==> config.mk <==
export PLATFORM = sky130hd
export DESIGN_NAME = timer_scheduler
export DESIGN_NICKNAME = d
export VERILOG_FILES = /design/src/rtl/timer_sched_pkg.sv /design/src/rtl/timer_scheduler_rr_arbiter.sv /design/src/rtl/timer_scheduler.sv
export SDC_FILE = /design/constraint.sdc
export NUM_CORES = 1
export LEC_CHECK = 0
export ABC_CLOCK_PERIOD_IN_PS = 2750
export CORE_ASPECT_RATIO = 1.4
export CORE_UTILIZATION = 46
export DETAILED_ROUTE_END_ITERATION = 7
export HOLD_SLACK_MARGIN = 0.15
export MAX_ROUTING_LAYER = met4
export PLACE_DENSITY = 0.75
export SYNTH_ARGS = -nofsm -noshare
export SYNTH_HDL_FRONTEND = slang
export SYNTH_SLANG_ARGS = --single-unit
==> constraint.sdc <==
create_clock -name clk -period 2.75 [get_ports clk]
set_clock_uncertainty 0.1 [all_clocks]
set_input_delay 0.55 -clock clk [delete_from_list [all_inputs] [get_ports clk]]
set_output_delay 0.55 -clock clk [all_outputs]
set_load 0.05 [all_outputs]
==> src/rtl/timer_sched_pkg.sv <==
// ============================================================================
// Module  : timer_sched_pkg
// Purpose : Shared types and defaults for the shared-interval timer scheduler.
// Rev     : 1.0  initial release
// ============================================================================
`default_nettype none

package timer_sched_pkg;

    typedef enum logic {
        IDLE = 1'b0,
        RUN  = 1'b1
    } sched_state_e;

    localparam int DUR_W_DEF   = 5;
    localparam int NUM_REQ_MAX = 8;

endpackage

`default_nettype wire

==> src/rtl/timer_scheduler_rr_arbiter.sv <==
// ============================================================================
// Module  : rr_arbiter
// Purpose : Combinational round-robin picker; first set request at or after rr_ptr.
// Rev     : 1.0  initial release
// ============================================================================
`default_nettype none

module rr_arbiter
    import timer_sched_pkg::*;
#(
    parameter int NUM_REQ = 4,
    parameter int IDX_W   = 2
) (
    input  logic [NUM_REQ-1:0] req,
    input  logic [IDX_W-1:0]   rr_ptr,
    output logic [NUM_REQ-1:0] gnt_nxt,
    output logic [IDX_W-1:0]   idx_nxt,
    output logic               any_req
);

    always_comb begin
        logic [IDX_W:0] pos;
        gnt_nxt = '0;
        idx_nxt = '0;
        any_req = 1'b0;
        pos     = '0;
        for (int i = 0; i < NUM_REQ; i++) begin
            // Wrap the search index without a modulo operator.
            pos = {1'b0, rr_ptr} + (IDX_W+1)'(i);
            if (pos >= (IDX_W+1)'(NUM_REQ)) begin
                pos = pos - (IDX_W+1)'(NUM_REQ);
            end
            if (!any_req && req[pos[IDX_W-1:0]]) begin
                any_req                  = 1'b1;
                idx_nxt                  = pos[IDX_W-1:0];
                gnt_nxt[pos[IDX_W-1:0]]  = 1'b1;
            end
        end
    end

endmodule

`default_nettype wire

==> src/rtl/timer_scheduler.sv <==
// ============================================================================
// Module  : timer_scheduler
// Purpose : Shares one interval timer among NUM_REQ requesters with round-robin
//           grants. Optional cancel/abort support under TIMER_SCHED_CANCEL_EN.
// Rev     : 1.0  initial release
// ============================================================================
`default_nettype none

module timer_scheduler
    import timer_sched_pkg::*;
#(
    parameter int NUM_REQ = 4,
    parameter int DUR_W   = DUR_W_DEF
) (
    input  logic                        clk,
    input  logic                        rst_n,
    input  logic [NUM_REQ-1:0]          req,
    input  logic [NUM_REQ*DUR_W-1:0]    req_dur,
`ifdef TIMER_SCHED_CANCEL_EN
    input  logic [NUM_REQ-1:0]          cancel,
    output logic                        aborted,
`endif
    output logic [NUM_REQ-1:0]          grant,
    output logic [NUM_REQ-1:0]          done,
    output logic                        busy,
    output logic [$clog2(NUM_REQ)-1:0]  cur_id
);

    localparam int IDX_W = $clog2(NUM_REQ);

    generate
        if (NUM_REQ < 2 || NUM_REQ > NUM_REQ_MAX) begin : g_bad_num_req
            $error("timer_scheduler: NUM_REQ out of range");
        end
    endgenerate

    sched_state_e        state_q, state_d;
    logic [DUR_W-1:0]    cnt_q;
    logic [DUR_W-1:0]    dur_q;
    logic [IDX_W-1:0]    rr_ptr_q;
    logic [IDX_W-1:0]    cur_id_q;
    logic [NUM_REQ-1:0]  grant_q;

    logic [NUM_REQ-1:0]  gnt_nxt;
    logic [IDX_W-1:0]    idx_nxt;
    logic                any_req;
    logic [DUR_W-1:0]    dur_sel;
    logic [DUR_W-1:0]    dur_eff;
    logic [IDX_W-1:0]    ptr_inc;
    logic                term;
    logic                cancel_hit;
    logic                stop;

    rr_arbiter #(
        .NUM_REQ (NUM_REQ),
        .IDX_W   (IDX_W)
    ) u_arb (
        .req     (req),
        .rr_ptr  (rr_ptr_q),
        .gnt_nxt (gnt_nxt),
        .idx_nxt (idx_nxt),
        .any_req (any_req)
    );

    always_comb begin
        dur_sel = '0;
        for (int i = 0; i < NUM_REQ; i++) begin
            if (idx_nxt == IDX_W'(i)) begin
                dur_sel = req_dur[i*DUR_W +: DUR_W];
            end
        end
    end

    // A zero duration is serviced as a single-cycle interval.
    assign dur_eff = (dur_q == '0) ? DUR_W'(1) : dur_q;
    assign term    = (state_q == RUN) && (cnt_q == dur_eff);
    assign ptr_inc = (cur_id_q == IDX_W'(NUM_REQ-1)) ? '0 : cur_id_q + IDX_W'(1);

`ifdef TIMER_SCHED_CANCEL_EN
    // Completion takes priority over a coincident cancel.
    assign cancel_hit = (state_q == RUN) && cancel[cur_id_q] && !term;
`else
    assign cancel_hit = 1'b0;
`endif

    assign stop = term || cancel_hit;

    // FSM: state register
    always_ff @(posedge clk or negedge rst_n) begin
        if (!rst_n) begin
            state_q <= IDLE;
        end else begin
            state_q <= state_d;
        end
    end

    // FSM: next state
    always_comb begin
        state_d = state_q;
        case (state_q)
            IDLE:    if (any_req) state_d = RUN;
            RUN:     if (stop)    state_d = IDLE;
            default: state_d = IDLE;
        endcase
    end

    // FSM: outputs
    always_comb begin
        done = '0;
        for (int i = 0; i < NUM_REQ; i++) begin
            done[i] = term && (cur_id_q == IDX_W'(i));
        end
        busy = (state_q == RUN);
`ifdef TIMER_SCHED_CANCEL_EN
        aborted = cancel_hit;
`endif
    end

    always_ff @(posedge clk or negedge rst_n) begin
        if (!rst_n) begin
            cnt_q    <= '0;
            dur_q    <= '0;
            rr_ptr_q <= '0;
            cur_id_q <= '0;
            grant_q  <= '0;
        end else if (state_q == IDLE) begin
            if (any_req) begin
                grant_q  <= gnt_nxt;
                cur_id_q <= idx_nxt;
                dur_q    <= dur_sel;
                cnt_q    <= DUR_W'(1);
            end
        end else if (stop) begin
            grant_q  <= '0;
            cur_id_q <= '0;
            cnt_q    <= '0;
            rr_ptr_q <= ptr_inc;
        end else begin
            cnt_q <= cnt_q + DUR_W'(1);
        end
    end

    assign grant  = grant_q;
    assign cur_id = cur_id_q;

endmodule

`default_nettype wire

== Word level (Yosys, flattened, before mapping) ==
Cells that the tools add are included.

* Register bits after elaboration: 19
* Latch bits: 0
* Memory bits (writable): 0
* Bits in read-only memories: 0
* Output and inout bits: 11
* Logic and storage cells: 111
* Memories: 0

* $add $sub $neg: 9
* Multipliers: 0
* Div/mod/pow operators: 0
* Magnitude comparators: 12
* Equality and inequality tests: 8
* Shift operators: 0
* Multiplexer cells: 50
* Bitwise logic cells: 4
* Reduce and logical (&&, ||, !) cells: 22

{| class="wikitable"
|+ Operators with widths
! operator !! number
|-
| $mux 5 || 8
|-
| $mux 4 || 7
|-
| $mux 2 || 12
|-
| $mux 1 || 14
|-
| $logic_and 1x1->1 || 12
|-
| $lt 2x3->1 const B || 4
|-
| $or 4x4->4 || 3
|-
| $ge 3x3->1 const B || 3
|-
| $bmux 1 s2 || 4
|-
| $demux 1 s2 || 4
|-
| $eq 2x2->1 const B || 4
|-
| $ge 2x1->1 const B || 4
|-
| $sub 2x1->2 const B || 4
|-
| $add 2x2->3 const B || 2
|-
| $reduce_and 2->1 || 3
|-
| $add 5x1->5 const B || 1
|-
| $eq 5x5->1 || 1
|-
| $logic_not 5->1 || 1
|-
| $eq 2x1->1 const B || 2
|-
| $logic_not 2->1 || 2
|-
| $add 2x1->3 const B || 1
|-
| $ge 2x3->1 const B || 1
|-
| $logic_not 1->1 || 3
|-
| $add 2x1->2 const B || 1
|-
| other kinds (4) || 4
|}

== Depth between registers and ports, before layout ==
Gate-level depths: netlist of run 1.

* Depth after elaboration: 19
* Mapped depth: 10
* Depth with buffers taken out: 7

== By module ==
Synthesis of run 1 repeated with hierarchy kept, for this count alone.

* Cells, all modules: 148
* Area total of the unflattened synthesis: 1496.4 µm²

{| class="wikitable"
|+ Modules (own cells, without submodules)
! module !! instances !! cells each !! area an instance (µm²) !! sequential area each (µm²)
|-
| timer_scheduler || 1 || 103 || 1077.3 || 475.5
|-
| rr_arbiter || 1 || 45 || 419.2 || 0.0
|}

== Worst setup path after synthesis of run 1 ==
No wires, ideal clock.

* Path kind: reg-to-reg
* From: register rr_ptr_q[0]
* To: register dur_q[0]
* Library setup time: 0.079 ns
* Arrival: 2.441 ns
* Required time: 2.571 ns
* Setup slack: 0.130 ns
* Cell stages (with the launch flop): 11
* Period minus slack after synthesis: 2.620 ns
* Cells stage by stage: dfrtp_1 -> buf_6 -> buf_4 -> inv_1 -> ha_1 -> buf_6 -> mux2_4 -> nand3_2 -> nand4_2 -> a2111oi_4 -> mux2i_1

* Longest elaborated chain between the ends: 19
* Elaborated cells between the ends (all ways): 46
* Those cells by class: 7 x add/sub; 4 x order compare; 3 x eq/ne; 24 x mux; 8 x reduce/logical

{| class="wikitable"
|+ RTL lines
! item !! RTL line !! RTL
|-
| from (decl) || timer_scheduler.sv:40 || <nowiki>logic [IDX_W-1:0] rr_ptr_q;</nowiki>
|-
| from (signal assigned) || timer_scheduler.sv:137 || <nowiki>rr_ptr_q <= ptr_inc;</nowiki>
|-
| parallel branches: the longest is 19 deep, another holds $add 2x1->3 || -- ||
|-
| to (signal assigned) || timer_scheduler.sv:130 || <nowiki>dur_q <= dur_sel;</nowiki>
|-
| to (decl) || timer_scheduler.sv:39 || <nowiki>logic [DUR_W-1:0] dur_q;</nowiki>
|}

Several ways; the timed one is not identified. The select of a mux whose other input is x is not followed.
A chain may end at the register's enable or synchronous reset.

== Worst setup path in the final report of run 1 ==
* From: register cnt_q[2]
* To: output port done[3]

* Longest elaborated chain between the ends: 3

{| class="wikitable"
|+ RTL lines
! item !! RTL line !! RTL
|-
| from (decl) || timer_scheduler.sv:38 || <nowiki>logic [DUR_W-1:0] cnt_q;</nowiki>
|-
| from (signal assigned) || timer_scheduler.sv:139 || <nowiki>cnt_q <= cnt_q + DUR_W'(1);</nowiki>
|-
| $eq 5x5->1 || timer_scheduler.sv:76 || <nowiki>assign term = (state_q == RUN) && (cnt_q == dur_eff);</nowiki>
|-
| $logic_and 1x1->1 || timer_scheduler.sv:76 ||
|-
| $logic_and 1x1->1 || timer_scheduler.sv:111 || <nowiki>done[i] = term && (cur_id_q == IDX_W'(i));</nowiki>
|-
| to (decl) || timer_scheduler.sv:24 || <nowiki>output logic [NUM_REQ-1:0] done,</nowiki>
|}

No other way between the ends.

==> reports/qor.csv, run 1 <==
metric;value;unit
yosys.cell_count.top_type;sky130_fd_sc_hd__dfrtp_1;
root_buffer;sky130_fd_sc_hd__clkbuf_8;
ys.warnings.count;0;
synth.net_count;219;
worstSetupEndpointType;primary output;
worst_setup_margin;137.0;ps
antenna_found_initial;0;
drc_violations_left;0;
synth_top_cell_by_area;sky130_fd_sc_hd__dfrtp_1;
synth-seq-area-share;27.94;%
hold_path.class;register to register;
share_seq_of_total_power;25.5;%
cts_tree;yes;
p_leak;0.9261;nW
slew_violations;0;
synth-edff-count;0;
internal_power;0.001137;W
rrSetupSlack;220;ps
vias_per_cell;5.993;
first_pass_grt_wire_length;7245;um
ys_top_cells_by_count;19 x sky130_fd_sc_hd__dfrtp_1, 16 x sky130_fd_sc_hd__mux2i_1, 13 x sky130_fd_sc_hd__ha_1, 12 x sky130_fd_sc_hd__nor2_1, 10 x sky130_fd_sc_hd__inv_1;
power.total;0.002182;W
place_worst_setup_slack;-20.95;ps
final_antenna_net_count;0;
critPathRequiredTime;2100;ps
setup_total_negative_slack;0;ps
die_height;73.97;um
synth.top_cell.area_share;27.94;%
area_delta_synth_final;32.79;%
finalWirelength;4466;um
fmax;382.7;MHz
design.die.area;3950;um2
critical_path.reg2reg.startpoint;rr_ptr_q[1]$_DFFE_PN0P_;
synth_async_reset_ratio;100.0;%
synth.lib_cells_used.distinct;52;
numPortBuffers;36;
worst_setup_hold_path_clk_slew;70;ps
irDropWorstVdd;0.6755;mV
post_drt_wl_per_cell;16.73;um
max_slew_headroom_at_the_worst_pin;38.35;%
cts_hold_buffers;0;
fp.coreArea;3441;um2
post-route-cell-area;2260;um2
num_antenna_cells;0;
min_from;cnt_q[1]$_DFFE_PN0P_;
die-width;53.41;um
grtUsageTotal;25.59;%
setup_viol_count_final;0;
worst_path_max_delay_cell;sky130_fd_sc_hd__dfrtp_1;
routabilityCongestion;0.7533;
final_period_minus_worst_setup_slack;2613;ps
switching_power;0.001045;W
post-route-period-util;95.02;%
max-clock-path-buffers;2;
worst-r2r-cell-count;6;
number_of_clock_sinks;19;
worstSetupStartpointType;register;
path_cells;xor2_1 -> nor4_2 -> o21ai_2 -> nor2_2 -> and2_1 -> buf_12;
worst-path-buf-inv;1;
rows;25;
crit-reg2reg-capture;dur_q[4]$_DFFE_PN0P_;
detailedPlacementHpwl;3505;um
grt_max_degree;20;
cellPowerDensity;965.4;nW/um2
firstDrtPassIters;4;
switching_share;47.89;%
h-tree-depth;1;
critical_path.max_fanout;5;
worst_ep_arrival_time;1960;ps
clk_latency;250;ps
worst-path-stages;6;
post_synth_instance_area;1702;um2
combinational_cell_fraction_of_total_power;65.6;%
ys_seq_elements;19;
timing.critical_path.max_delay_family;simple AND/OR/NAND/NOR gates;
synthesis.area_per_instance;9.454;um2
first_global_vias;1659;
num-nets-final;267;
power.clock.fraction;8.9;%
synth.top_cells.by_area;sky130_fd_sc_hd__dfrtp_1 28%, sky130_fd_sc_hd__ha_1 9.6%, sky130_fd_sc_hd__mux2i_1 9.4%;
synth_cells;180;
drv.max_cap_violation_count;0;
cpPeakStageDelay;450;ps
grt_setup_unrepaired;false;
dr.first_iter.drc_count;46;
outcome;finished, final reports clean;
fraction_of_layout_cells_with_a_size_suffix_above_1;17.62;%
critical_path.startpoint;cnt_q[2]$_DFFE_PN0P_;
worstSetupPathType;register to primary output;
cts_buffers;3;
dominantRegCellSynth;sky130_fd_sc_hd__dfrtp_1;
timing.critical_path.to;done[3];
place_area;2191;um2
global_route_congestion_overflow_total;0;
top_level_ports;37;
num-fill-cells;270;
worst_pin_slew;921.3;ps
starting_utilization_of_the_core_area;49.45;%
timing.final.hold_violations;0;
num_vias;1600;
-- cell families (layout without fill, tap and decap cells) --
group / after synthesis / count (layout) / synth area share [%]
simple gates: 56 / 56 / 19.05
mux: 19 / 19 / 11.84
fa+ha+maj: 13 / 13 / 9.559
compound gates: 45 / 45 / 21.18
buf+inv: 23 / 70 / 7.867
xor+xnor: 5 / 5 / 2.573
flops: 19 / 19 / 27.94
-- per-layer routing --
layer,wire length (um),up-vias,global-route usage [%]
met5,0,-,-
met4,23,0,10.23
met3,117,2,2.045
met2,2546,38,47.08
met1,1778,789,27.23
li1,-,771,-
-- cells in the final DEF, fill, tap and decap left out, drive strengths merged, types with 5 or more instances in the layout --
cell,instances
inv,10
and2,5
nand3,7
o311ai,5
a31oi,7
nor2,12
ha,13
a21oi,6
nand2,7
clkdlybuf4s50,32
nand2b,5
dfrtp,19
buf,24
o21ai,6
or4,5
mux2i,16
-- flip-flops by register name, summed over array words and instances (netlist names) --
name and flops:
cnt_q 5, dur_q 5, rr_ptr_q 2, cur_id 2, busy 1, grant 4
-- cell type report --
type	count	area, um2	area share [%]
clock buffers	4	45.04	1.993
inverters	10	37.54	1.661
multi-input cells	138	1101	48.73
flip-flops and latches	19	475.5	21.04
well taps	40	50.05	2.215
repair buffers	56	550.5	24.36
-- metrics by stage --
stage	hold slack (ps)	std cells	utilization [%]
final	478.5	267	65.67
after global routing	483.1	267	65.67
after CTS	475.0	265	65.24
after detailed placement	458.0	261	63.67
after global placement	437.5	261	63.67
after floorplan	154.4	180	-
-- power groups by stage --
stage          Clock (W)  Combinational, W  Sequential (W)
6_report        0.000194           0.00143        0.000556
5_1_grt         0.000208           0.00155        0.000576
4_1_cts         0.000198           0.00141        0.000555
3_5_place_dp           0           0.00139        0.000556
3_3_place_gp           0           0.00130        0.000548
2_1_floorplan          0          0.000883        0.000676
-- what timing repair did --
| action | in CTS | in global routing |
|---|---|---|
| pin swaps | 0 | 1 |
| resized for setup | 2 | 0 |
| buffers inserted | 0 | 2 |
| endpoints found under the setup margin | 4 | 4 |
| hold endpoints to repair | 0 | 0 |
-- worst min-delay path by stage --
stage,endpoint,cells past startpoint
global route,cnt_q[1]$_DFFE_PN0P_,1
floorplan,busy$_DFF_PN0_,0
detailed placement,cnt_q[1]$_DFFE_PN0P_,1
finish,cnt_q[1]$_DFFE_PN0P_,1
CTS,cnt_q[1]$_DFFE_PN0P_,1
global placement,cnt_q[2]$_DFFE_PN0P_,1
(Power assumes the default switching activity.)
==> run 2: changes to the inputs <==
TNS_END_PERCENT = 10   (was not set)
==> results of run 2 <==
The final DEF is identical to that of run 1; final timing and power are the same.
==> run 3: changes to the inputs <==
CORE_UTILIZATION = 50   (was 46)
DONT_BUFFER_PORTS = 1   (was not set)
PLACE_DENSITY = 0.67   (was 0.75)
==> reports/qor.csv, run 3 (synthesis results as in run 1) <==
metric;value;unit
outcome;finished, final reports clean;
layout_common_cells;19 x sky130_fd_sc_hd__dfrtp_1, 16 x sky130_fd_sc_hd__mux2i_1, 13 x sky130_fd_sc_hd__ha_1, 12 x sky130_fd_sc_hd__buf_4, 11 x sky130_fd_sc_hd__nor2_1;
grt_max_degree;20;
worstSetupPathType;register to primary output;
firstDrtPassIters;4;
detailedPlacementHpwl;2925;um
cellPowerDensity;1091;nW/um2
first_global_vias;1407;
worst_setup_hold_path_clk_slew;70;ps
h-tree-depth;1;
critical_path.startpoint;dur_q[4]$_DFFE_PN0P_;
starting_utilization_of_the_core_area;53.46;%
post_drt_wl_per_cell;17.02;um
finalWirelength;3795;um
drc_violations_left;0;
irDropWorstVdd;0.5264;mV
area.sequential;475.5;um2
layout_commonest_cell;sky130_fd_sc_hd__dfrtp_1;
numPortBuffers;0;
grtUsageTotal;23.36;%
num_antenna_cells;0;
critical_path.reg2reg.startpoint;rr_ptr_q[0]$_DFFE_PN0P_;
dr.first_iter.drc_count;41;
design.die.area;3644;um2
setup_viol_count_final;0;
top_level_ports;37;
num-nets-final;224;
root_buffer;sky130_fd_sc_hd__clkbuf_8;
fp.coreArea;3183;um2
cts_buffers;3;
worstSetupEndpointType;primary output;
slew_violations;0;
hold_path.class;primary input to register;
final_period_minus_worst_setup_slack;2531;ps
fraction_of_layout_cells_with_a_size_suffix_above_1;16.30;%
place_worst_setup_slack;314.4;ps
vias_per_cell;6.269;
first_pass_grt_wire_length;6430;um
num-fill-cells;292;
timing.final.hold_violations;0;
critical_path.max_fanout;6;
worst_pin_slew;934.9;ps
fmax;395.0;MHz
global_route_congestion_overflow_total;0;
area_delta_synth_final;6.691;%
total_area_of_multi_input_combinational_cells;1107;um2
worst_ep_arrival_time;1880;ps
grt_setup_unrepaired;false;
max_slew_headroom_at_the_worst_pin;37.44;%
setup_total_negative_slack;0;ps
num_vias;1398;
final_antenna_net_count;0;
die_height;71.03;um
min_from;req_dur[4];
routabilityCongestion;0.8946;
rows;24;
timing.hold.worst_path_depth;2;
max-clock-path-buffers;2;
worstSetupStartpointType;register;
drv.max_cap_violation_count;0;
critPathRequiredTime;2100;ps
number_of_clock_sinks;19;
clk_latency;260;ps
post-route-period-util;92.05;%
antenna_found_initial;0;
worst-r2r-cell-count;6;
cts_tree;yes;
die-width;51.31;um
worst_setup_margin;218.7;ps
p_leak;0.7374;nW
## run 3: final timing paths
path / to / slack, ps
worst max-delay path: done[3] / 220
worst min-delay path: dur_q[4]$_DFFE_PN0P_ / 410
worst max register to register: dur_q[2]$_DFFE_PN0P_ / 320
worst min register to register: cnt_q[2]$_DFFE_PN0P_ / 460
max in group asynchronous: dur_q[4]$_DFFE_PN0P_ / 1280
min in group asynchronous: cnt_q[2]$_DFFE_PN0P_ / 740
## run 3: area by class of cell
class / count / area share, %
Inverter: 10 / 2.068
Tap cell: 39 / 2.688
Clock buffer: 3 / 2.274
Clock inverter: 1 / 0.2757
Sequential cell: 19 / 26.19
Timing Repair Buffer: 13 / 5.513
Multi-Input combinational cell: 138 / 60.99
## run 3: power breakdown
part / switching [W] / leakage [nW] / internal (W)
clock network: 0.0000932 / 0.0255 / 0.000101
logic: 0.000603 / 0.484 / 0.000484
registers: 0.000288 / 0.228 / 0.000413
total: 0.000984 / 0.737 / 0.000997
## run 3: what timing repair did
item                                    CTS  global route
gates resized for setup                   0             3
hold buffers                              1             0
endpoints found under the setup margin    0             4
endpoints found under the hold margin    19             0
setup buffers                             0             0
## run 3: routing by layer
metal | GRT usage [%] | wire length (um) | vias up
li1 | - | - | 681
met1 | 27.02 | 1505 | 674
met2 | 39.91 | 2060 | 32
met3 | 3.226 | 127 | 11
met4 | 9.309 | 101 | 0
met5 | - | 0 | -
## run 3: critical path, stage by stage (launching register included)
cell and delay (ps):
sky130_fd_sc_hd__dfrtp_1 430, sky130_fd_sc_hd__xor2_1 180, sky130_fd_sc_hd__nor4_2 350, sky130_fd_sc_hd__o21ai_2 110, sky130_fd_sc_hd__nor2_2 190, sky130_fd_sc_hd__and2_1 160, sky130_fd_sc_hd__buf_4 190
## run 3: through the flow
| stage | cell area [um2] | instances | util [%] | total power, W | hold slack [ps] |
|---|---|---|---|---|---|
| finish | 1815 | 223 | 57.04 | 0.001982 | 414.8 |
| CTS | 1800 | 223 | 56.56 | 0.001974 | 413.0 |
| detailed placement | 1744 | 218 | 54.80 | 0.001772 | 154.8 |
| floorplan | 1702 | 180 | - | 0.001559 | 154.4 |
| global route | 1815 | 223 | 57.04 | 0.002147 | 427.9 |
| global placement | 1744 | 218 | 54.80 | 0.001723 | 155.0 |
